--- src/rtl/irq_prio_ctrl.sv ---
// Interrupt front-end: pending capture, software mask, highest-index select,
// valid/ready delivery. Define IRQ_EDGE_EN to capture on rising edges of req.
module irq_prio_ctrl #(
   parameter int          N_REQ    = 16,
   parameter logic [15:0] MASK_RST = 16'hFFFF
) (
   input  logic             clk,
   input  logic             rst_n,
   input  logic [N_REQ-1:0] req,
   input  logic             mask_we,
   input  logic [N_REQ-1:0] mask_wdata,
   output logic [N_REQ-1:0] mask,
   output logic [N_REQ-1:0] pending,
   output logic             V,
   output logic [3:0]       Q,
   input  logic             ready
);

   typedef enum logic [0:0] {
      IDLE    = 1'b0,
      PRESENT = 1'b1
   } state_t;

   state_t           state;
   logic [N_REQ-1:0] set_vec;
   logic [N_REQ-1:0] clr_vec;
   logic [N_REQ-1:0] eff;
   logic [3:0]       sel_idx;

`ifdef IRQ_EDGE_EN
   logic [N_REQ-1:0] req_d;

   always_ff @(posedge clk or negedge rst_n) begin
      if (!rst_n) req_d <= '0;
      else        req_d <= req;
   end

   assign set_vec = req & ~req_d;
`else
   assign set_vec = req;
`endif

   assign eff = pending & mask;

   // NOTE: every signal written in always_comb gets a default first, so no latch is inferred.
   always_comb begin
      sel_idx = '0;
      for (int i = 0; i < N_REQ; i++) begin
         if (eff[i]) sel_idx = i[3:0];
      end
   end

   always_comb begin
      clr_vec = '0;
      if (V && ready) clr_vec[Q] = 1'b1;
   end

   // Clearing before OR-ing in the set vector makes a same-cycle set win over the accept.
   always_ff @(posedge clk or negedge rst_n) begin
      if (!rst_n) begin
         state   <= IDLE;
         V       <= 1'b0;
         Q       <= '0;
         pending <= '0;
         mask    <= MASK_RST;
      end else begin
         pending <= (pending & ~clr_vec) | set_vec;
         if (mask_we) mask <= mask_wdata;
         case (state)
            IDLE: begin
               if (|eff) begin
                  Q     <= sel_idx;
                  V     <= 1'b1;
                  state <= PRESENT;
               end
            end
            PRESENT: begin
               if (ready) begin
                  V     <= 1'b0;
                  state <= IDLE;
               end
            end
            default: begin
               V     <= 1'b0;
               state <= IDLE;
            end
         endcase
      end
   end

endmodule

--- config.mk ---
export PLATFORM = sky130hd
export DESIGN_NAME = irq_prio_ctrl
export DESIGN_NICKNAME = d
export VERILOG_FILES = /design/src/rtl/irq_prio_ctrl.sv
export SDC_FILE = /design/constraint.sdc
export NUM_CORES = 1
export LEC_CHECK = 0
export CORE_ASPECT_RATIO = 1.5
export CORE_MARGIN = 2
export CORE_UTILIZATION = 45
export DETAILED_ROUTE_END_ITERATION = 8
export PLACE_DENSITY = 0.84
export SLEW_MARGIN = 20
export SYNTH_ARGS = -nofsm -noshare
export SYNTH_HDL_FRONTEND = slang
export SYNTH_SLANG_ARGS = --single-unit
--- constraint.sdc ---
create_clock -name clk -period 3.5 [get_ports clk]
set_input_delay 0.7 -clock clk [delete_from_list [all_inputs] [get_ports clk]]
set_output_delay 0.7 -clock clk [all_outputs]
set_load 0.01 [all_outputs]
* After elaboration in Yosys (flattened, before gate mapping)
Index checks and enable logic that the tools add are counted.
** Storage, ports and cells
- Register bits :: 38
- Output and inout bits :: 37
- Bits in read-only memories :: 0
- Memory bits (writable) :: 0
- Memories :: 0
- Word-level logic and storage cells :: 43
- Bits in latches :: 0
- Input port bits :: 36
** Cells by class
- Multiply operators :: 0
- Reductions and logical operators :: 5
- Magnitude comparators :: 2
- Divide/modulo/power cells :: 0
- Add/subtract/negate cells :: 0
- Muxes and demuxes :: 24
- Bitwise operators :: 5
- Equality and inequality tests :: 2
- Shifts and indexed selects :: 0
** Operators by type and width (count)
- two-way mux 4 bit :: 14
- bitwise AND 16 bit :: 2
- two-way mux 16 bit :: 1
- NOT 16 bit :: 1
- bitwise OR 16 bit :: 1
- OR reduction 16 bit :: 1
- two-way mux 1 bit :: 6
- less-than comparator 4 x 5 -> 1 bit, second input constant :: 1
- demux 1 bit (select 4 bit) :: 1
- >= comparator 4 x 1 -> 1 bit, second input constant :: 1
- inequality test 2 bit, second input constant :: 2
- one-hot mux 1 bit (2 select lines) :: 2
- AND reduction 2 bit :: 2
- logical AND 1 bit :: 2
- NOT 1 bit :: 1

* Depth between registers and ports, before layout
Gate-level depths: netlist of the first run.
- Depth in word-level cells :: 16
- Gate-level depth with buffers :: 6
- Mapped depth without buffers :: 5

* Worst setup path before layout of the first run
Ideal clock, no wire load.
- Path kind :: register to register
- Start point :: register pending[6]
- End point :: register Q[3]
- Data arrival time :: 1.768 ns
- Stages on the path, launching flop included :: 6
- Period minus slack after synthesis :: 1.894 ns
- Setup time :: 0.125 ns
- Setup slack :: 1.606 ns
- Data required time :: 3.375 ns
- Buffers on the path :: 1
- Cells stage by stage :: dfrtp_1 -> a22o_1 -> or4_4 -> o21ba_1 -> buf_6 -> mux2_4
** On the way
- Word-level cells in the longest chain between the ends :: 11
- Elaborated cells on any way between the ends :: 13
- Classes of those cells :: mux: 10; bitwise: 1; reduce/logical: 2
** Ends and longest elaborated chain
- start: declaration :: RTL line 13 : output logic [N_REQ-1:0] pending,
- start signal: assignment :: RTL line 67 : pending <= (pending & ~clr_vec) | set_vec;
- bitwise AND 16 bit * :: RTL line 43 : assign eff = pending & mask;
- two-way mux 4 bit (10 in a row) :: RTL line 49 : if (eff[i]) sel_idx = i[3:0];
- end signal: assignment :: RTL line 72 : Q <= sel_idx;
- end: declaration :: RTL line 15 : output logic [3:0] Q,
Mark *: on every way between the ends. The rest lies on a longest branch, timed or not.
A chain may end at the register's enable or synchronous reset.

* Worst setup path in the final report of the first run
- Start point :: register Q[1]
- End point :: output port Q[1]
No word-level cell between the ends.

==> results of run 1 <==
[power groups by stage]
stage	clock (W)	sequential [W]	combinational, W
global placement	0	0.000533	0.000209
detailed placement	0	0.000535	0.000215
finish	0.000311	0.000529	0.000214
floorplan	0	0.000531	0.0000868
global route	0.000334	0.000535	0.000231
CTS	0.000314	0.000528	0.000215
[cells in the final DEF (no fill, tap or decap), types with 2 or more instances in the layout]
cell	instances
o21ai_0	9
nand2b_1	16
a22o_1	4
a21oi_1	3
nor2_1	5
o31ai_1	3
dfstp_2	16
a21o_1	4
a222oi_1	2
mux2_2	16
nand2_1	11
nand4_1	2
a22oi_1	6
clkbuf_8	6
nor3_1	2
clkdlybuf4s50_1	71
a32o_1	2
dfrtp_1	22
[metal layers]
metal	GRT usage (%)	vias up	part of all wire, %
met5	0	-	0
met4	10.8	0	1.8
met3	5.81	9	6.5
met2	43.7	70	56
met1	25.2	720	36
li1	-	673	-
[cell families after synthesis]
kind of cell	count (synthesis)	synth area share [%]
multiplexers	17	11.4
AND/OR/NAND/NOR	39	12.1
buffers and inverters	5	1.54
flip-flops	38	56.8
AO/OA/AOI/OAI	42	18.1
[sequential cells by signal, indices dropped and copies added, names as in the netlist]
signal	flops
V	1
state	1
mask	16
Q	4
pending	16
[cell type report]
| cell class | count | area share (%) |
|---|---|---|
| clock buffers | 7 | 3.39 |
| clock inverters | 1 | 0.197 |
| multi-input cells | 98 | 28.0 |
| flip-flops and latches | 38 | 38.2 |
| well taps | 43 | 2.11 |
| repair buffers | 72 | 28.1 |
[path summary, 6_finish.rpt]
check	startpoint	endpoint	cells after the start
min reg2reg	state	V	1
max in group asynchronous	rst_n	pending[3]	1
min in group clk	state	V	1
max	Q[1]	Q[1]	1
min	rst_n	pending[13]	1
max reg2reg	pending[6]	Q[3]	4
[stage by stage]
stage	power (W)	hold WS [ns]	setup WS (ns)	util [%]	cell area [sq um]
global placement	0.000742	0.474	1.34	67.2	2450
finish	0.00105	0.498	1.35	69.8	2540
global route	0.00110	0.523	1.27	69.8	2540
CTS	0.00106	0.503	1.35	69.8	2540
detailed placement	0.000750	0.499	1.26	67.2	2450
floorplan	0.000618	0.404	1.61	-	1710
==> metrics.cfg, run 1 <==
[clocking]
cts-resized-gates = 0
htree_levels = 2
numCtsBuffers = 5
hold_buffers = 0
insertion_delay_ns = 0.29
ctsLongestPathBuffers = 2
clkSinkCount = 38
cts-root-buf = clkbuf_8
cts_tree = done
cts_setup_buffers = 0
path_clk_slew_ns = 0.07

[cells_and_area]
antenna_cells = 0
multi_input_area_sq_um = 713
final_cells = 259
area_delta_synth_final_pct = 48.8
drive_gt1_share_pct = 20.4
num-fill-cells = 293
num-nets-final = 251
ff_latch_area_sq_um = 971

[pwr]
swShare_pct = 26.7
power.share.clock_pct = 29.5
p_leak_nw = 0.938
ir_worst_vdd_mv = 0.272
p_comb_share_pct = 20.3
power_density_mw_per_mm2 = 414
switching_power_w = 0.000281
seq_power_share_pct = 50.2
p_int_w = 0.000772

[grt]
grt_usage_pct = 24.3
grt-ovfl-total = 0
grt_max_degree = 39
grt_pass1_vias = 1514
grt_first_pass_wirelength_microns = 7490
antenna_found_initial = 0

[sta]
fin_crit_ns = 2.15
fmax_ghz = 0.465
slew_violations = 0
rsz0062_at_grt = no
finalSetupViolCount = 0
min_period_over_period_pct = 61.4
maxSlewHeadroom_pct = 44.6
hold_viol = 0
worst_pin_slew_ns = 0.829
clock_skew_ns = 0.00945
fin_tns_setup_ns = 0

[floorplanning]
rows = 27
die_area_sq_mm = 0.00432
ios = 73
initial_core_util_pct = 46.9
die_w_microns = 54.3
core_sq_mm = 0.00365
fp.dieH_microns = 79.5

[place]
dpl.hpwl_microns = 3650
place_congestion = 0.832
portBuffers = 72
placedCellCount = 251

[outcome]
status = complete, no violations

[yosys]
synth.most_common_cell = dfrtp_1
synth_top_area_share_pct = 32.2
synth_common_cells = dfrtp_1, dfstp_2, mux2_2, nand2b_1, nand2_1
yosys_warnings = 0
yosysTopAreaCell = dfrtp_1
synth-seq-cells = 38
syn_avg_cell_area_sq_um = 12.1
synth_nets = 177
ys_top_cells_by_area = dfrtp_1, dfstp_2, mux2_2
ys_async_sr_fraction_pct = 100
syn_area_sq_mm = 0.00171
synth_edf_count = 0
syn_inst = 141
synthDistinctLibCells = 32
synth_ff_type = dfrtp_1
yosysSeqAreaShare_pct = 56.8

[detailed_routing]
routed_wl_microns = 4770
drtIter0Drc = 57
remaining_drc_errors = 0
via_count = 1472
routed_via_density = 5.68
antenna_left = 0
first_pass_iters = 5
wl_per_cell_microns = 18.4

[min_path]
hp-class = input port to async pin

[setup_path]
worstPathRequired_ns = 2.80
crit_fanout = 10
worst-r2r-setup-slack_ns = 1.55
worst_ep_arrival_time_ns = 1.45
crit_slowest_cell = clkdlybuf4s50_1
cpPeakStageDelay_ns = 0.61
crit_family = buffers and inverters
endpoint_kind = output port
cp_cell_sequence = clkdlybuf4s50_1
crit_buf_inv = 1
path_class = register to output port
setup.worst_path.start_class = register

[job]
maxCapViolCount = 0

Power figures use the tool's default switching activity.
==> run 2, diff against run 1 <==
--- a/config.mk
+++ b/config.mk
@@ -7,9 +7,9 @@
 export LEC_CHECK = 0
 export CORE_ASPECT_RATIO = 1.5
 export CORE_MARGIN = 2
-export CORE_UTILIZATION = 45
+export CORE_UTILIZATION = 42
 export DETAILED_ROUTE_END_ITERATION = 8
-export PLACE_DENSITY = 0.84
+export PLACE_DENSITY = 0.79
 export SLEW_MARGIN = 20
 export SYNTH_ARGS = -nofsm -noshare
 export SYNTH_HDL_FRONTEND = slang
==> constraint.sdc (replaced) <==
create_clock -name clk -period 2.1 [get_ports clk]
set_input_delay 0.42 -clock clk [delete_from_list [all_inputs] [get_ports clk]]
set_output_delay 0.42 -clock clk [all_outputs]
set_load 0.01 [all_outputs]
==> run 2 against run 1 <==
  * Non-clock buffer count up 2
  * Combinational power up 68%
  * Register-to-register slack worse by 1.4 ns
  * Clock-buffer cell count unchanged
  * Die area up 6.7%
  * Critical endpoint is now Q[3]
==> metrics.cfg, run 2 (synthesis gave the netlist of run 1 again) <==
[place]
portBuffers = 72
place_congestion = 0.835
preCtsSetupSlack_ns = 0.191
placedCellCount = 255
dpl.hpwl_microns = 3570

[cells_and_area]
num-nets-final = 253
antenna_cells = 0
final_cells = 263
final_common_cell = clkdlybuf4s50_1
area_delta_synth_final_pct = 50.1
mostFrequentLayoutCells = clkdlybuf4s50_1, dfrtp_1, nand2b_1, mux2_2, dfstp_2
drive_gt1_share_pct = 20.6
largest_registers = mask (16), pending (16), Q (4)

[setup_path]
r2r_cells = 4
path_class = register to register
worstPathRequired_ns = 2.28
setup.worst_path.start_class = register
worst_ep_arrival_time_ns = 2.10
worst-r2r-setup-slack_ns = 0.18
timing.rr.end = Q[3]
r2r_start = pending[6]
endpoint_kind = register
crit_fanout = 8

[min_path]
min_to = V
hold_path_depth = 1
hold_start = state
hp-class = register to register

[detailed_routing]
antenna_left = 0
routed_via_density = 5.72
first_pass_iters = 4
routed_wl_microns = 4690
remaining_drc_errors = 0
wl_per_cell_microns = 17.8
via_count = 1505
drtIter0Drc = 61

[sta]
min_period_over_period_pct = 91.6
maxSlewHeadroom_pct = 69.3
fin_crit_ns = 1.92
rsz0062_at_grt = no
layout_setup_ws_ns = 0.176
finalSetupViolCount = 0
fmax_ghz = 0.520
fin_tns_setup_ns = 0
slew_violations = 0
worst_pin_slew_ns = 0.461
clock_skew_ns = 0.00715
hold_viol = 0

[pwr]
seq_power_share_pct = 50.2
p_comb_share_pct = 20.5
power.share.clock_pct = 29.3
power_density_mw_per_mm2 = 685
p_leak_nw = 0.948
switching_power_w = 0.000468
p_int_w = 0.00129
ir_worst_vdd_mv = 0.529
swShare_pct = 26.6

[grt]
grt-ovfl-total = 0
grt_max_degree = 39
antenna_found_initial = 0
grt_first_pass_wirelength_microns = 7680
top_usage_layer = met2
use_met1_pct = 24.1
grtUsageMet2_pct = 37.4
met3_usage_pct = 7.17
grt_usage_pct = 21.7
grt_pass1_vias = 1581

[floorplanning]
rows = 28
core_sq_mm = 0.00392
fp.dieH_microns = 82.2
ios = 73
die_w_microns = 56.1
die_area_sq_mm = 0.00461
initial_core_util_pct = 43.6

[clocking]
htree_levels = 2
clkSinkCount = 38
path_clk_slew_ns = 0.07
cts_tree = done
cts-root-buf = clkbuf_8
numCtsBuffers = 5
hold_buffers = 0
cts-resized-gates = 0
insertion_delay_ns = 0.29
cts_setup_buffers = 0
ctsLongestPathBuffers = 2

[outcome]
status = complete, no violations

[job]
maxCapViolCount = 0

run 2: cell types whose count changed in the layout (fill, tap and decap cells not counted):
cell / previous run / this run
buf_2: 1 / 0
buf_4: 0 / 2
clkdlybuf4s50_1: 71 / 72
run 2: power by group through the flow:
stage / logic, W / registers (W) / clock network, W
final: 0.000360 / 0.000883 / 0.000515
after detailed placement: 0.000362 / 0.000895 / 0
after CTS: 0.000364 / 0.000881 / 0.000524
after global routing: 0.000390 / 0.000892 / 0.000559
after global placement: 0.000357 / 0.000890 / 0
after floorplan: 0.000145 / 0.000885 / 0
run 2: cell type report:
| class | instances | area [sq um] |
|---|---|---|
| Clock buffer | 7 | 86.3 |
| Clock inverter | 1 | 5.00 |
| Fill cell | 312 | 1360 |
| Multi-Input combinational cell | 98 | 713 |
| Sequential cell | 38 | 971 |
| Tap cell | 45 | 56.3 |
| Timing Repair Buffer | 74 | 736 |
run 2: per-stage QoR:
stage	power (W)	util, %	cell area [sq um]	hold WS, ns
6_report	0.00176	65.4	2570	0.524
5_1_grt	0.00184	65.4	2570	0.546
4_1_cts	0.00177	65.4	2570	0.521
3_5_place_dp	0.00126	63.1	2480	0.497
3_3_place_gp	0.00125	63.1	2480	0.494
2_1_floorplan	0.00103	-	1710	0.124
run 2: critical path: stages (launching register included):
cell	delay, ns
dfrtp_1	0.42
a22o_1	0.25
or4_4	0.54
o21ba_1	0.28
mux2_4	0.33
run 2: worst max-delay path by stage:
stage | start | cells after the start | to
global placement | pending[6] | 4 | Q[3]
finish | pending[6] | 4 | Q[3]
detailed placement | pending[6] | 4 | Q[3]
floorplan | pending[6] | 5 | Q[3]
CTS | pending[6] | 4 | Q[3]
global route | pending[6] | 4 | Q[3]
run 2: routing by layer:
metal  share of wire, %  vias to the layer above
met5                  0                        -
met3                8.2                       10
li1                   -                      679
met2                 53                       75
met1                 37                      741
met4                2.0                        0
==> run 3, diff against run 2 <==
--- a/config.mk
+++ b/config.mk
@@ -5,7 +5,7 @@
 export SDC_FILE = /design/constraint.sdc
 export NUM_CORES = 1
 export LEC_CHECK = 0
-export CORE_ASPECT_RATIO = 1.5
+export CORE_ASPECT_RATIO = 1.25
 export CORE_MARGIN = 2
 export CORE_UTILIZATION = 42
 export DETAILED_ROUTE_END_ITERATION = 8
==> run 3 against run 2 <==
  * Fmax decreased by 0.27%
  * Wire length grew 2.2%
  * First-iteration DRC count is 11% lower
  * Sequential power hardly changed
  * Core utilization grew 1.0 points
  * Clock-buffer cell count is 1 lower
  * Largest cell class unchanged
==> metrics.cfg, run 3 (synthesis gave the netlist of run 1 again) <==
[detailed_routing]
remaining_drc_errors = 0
routed_via_density = 5.40
via_count = 1464
routed_wl_microns = 4790
wl_per_cell_microns = 17.7
first_pass_iters = 6
antenna_left = 0
drtIter0Drc = 54

[setup_path]
setup.worst_path.start_class = register
crit_family = simple AND/OR/NAND/NOR gates
worstPathRequired_ns = 2.27
worst_ep_arrival_time_ns = 2.10
worst-r2r-setup-slack_ns = 0.17
cp_cell_sequence = a22o_1, or4_4, o21ba_1, mux2_4
timing.rr.end = Q[3]
crit_start = pending[6]
cpPeakStageDelay_ns = 0.54
r2r_start = pending[6]
r2r_cells = 4
crit_cells = 4
path_class = register to register
crit_fanout = 8
endpoint_kind = register
endpoint = Q[3]
crit_buf_inv = 0
crit_slowest_cell = or4_4

[pwr]
ir_worst_vdd_mv = 0.496
power_density_mw_per_mm2 = 671
p_leak_nw = 0.940

[grt]
antenna_found_initial = 0
grt_pass1_vias = 1551
grt_first_pass_wirelength_microns = 7500
grt-ovfl-total = 0
grt_max_degree = 39
grt_usage_pct = 22.8

[floorplanning]
ios = 73
die_area_sq_mm = 0.00460
initial_core_util_pct = 44.5
core_sq_mm = 0.00385
fp.dieH_microns = 75.3
rows = 25
die_w_microns = 61.1

[place]
place_congestion = 0.814
dpl.hpwl_microns = 3680
dpl-instance-area_sq_mm = 0.00247
portBuffers = 72

[sta]
slew_violations = 0
hold_ws_ns = 0.225
finalSetupViolCount = 0
worst_pin_slew_ns = 0.825
rsz0062_at_grt = no
fmax_ghz = 0.518
min_period_over_period_pct = 91.9
fin_crit_ns = 1.93
maxSlewHeadroom_pct = 45.0
clock_skew_ns = 0.00508
fin_tns_setup_ns = 0
hold_viol = 0

[clocking]
numCtsBuffers = 5
cts_tree = done
path_clk_slew_ns = 0.07
clkSinkCount = 38
cts_setup_buffers = 0
cts-resized-gates = 0
ctsLongestPathBuffers = 2
htree_levels = 2
insertion_delay_ns = 0.29
cts-root-buf = clkbuf_8
hold_buffers = 0

[cells_and_area]
num-fill-cells = 320
drive_gt1_share_pct = 20.7
fin_area_sq_mm = 0.00256
mostFrequentLayoutCells = clkdlybuf4s50_1, dfrtp_1, nand2b_1, mux2_2, dfstp_2
area_delta_synth_final_pct = 49.5
num-nets-final = 252
largest_registers = mask (16), pending (16), Q (4)
final_common_cell = clkdlybuf4s50_1
antenna_cells = 0

[job]
maxCapViolCount = 0

[min_path]
hp-class = input port to async pin

[outcome]
status = complete, no violations

-- run 3: changes by cell type in the layout (fill, tap and decap cells not counted), sizes merged --
cell	previous run	this run
clkbuf	7	6
clkdlybuf4s50	72	71
clkinv	1	2
-- run 3: routing by layer --
metal	share of wire, %	wire length, microns	GRT usage, %	up-vias
met5	0	0	0	-
met4	2.1	102	10.6	0
met3	7.3	348	5.94	9
met2	54	2580	41.4	73
met1	37	1760	24.1	703
li1	-	-	-	679
-- run 3: cell type report --
cell class / instances / area (sq um) / area share, %
Timing Repair Buffer: 73 / 723 / 28.3
Clock inverter: 2 / 10.0 / 0.391
Multi-Input combinational cell: 98 / 713 / 27.9
Clock buffer: 6 / 72.6 / 2.84
Tap cell: 54 / 67.6 / 2.64
Sequential cell: 38 / 971 / 38.0
-- run 3: worst min-delay path by stage --
stage	from	endpoint	slack, ns	cells past startpoint
final	rst_n	pending[8]	0.22	1
after global routing	rst_n	pending[8]	0.28	1
after CTS	rst_n	pending[8]	0.26	1
after detailed placement	state	V	0.50	1
after global placement	state	V	0.49	1
after floorplan	rst_n	Q[0]	0.12	0
-- run 3: report_power, final --
group / internal (W) / switching (W)
logic: 0.000217 / 0.000137
clock network: 0.000230 / 0.000247
registers: 0.000806 / 0.0000787
-- run 3: through the flow --
step,setup slack [ns],total power (W),util (%),cells
after floorplan,0.206,0.00103,-,141
after global placement,0.235,0.00124,64.3,263
after detailed placement,0.186,0.00125,64.3,263
after CTS,0.164,0.00173,66.5,271
after global routing,0.125,0.00179,66.5,271
final,0.170,0.00172,66.5,271
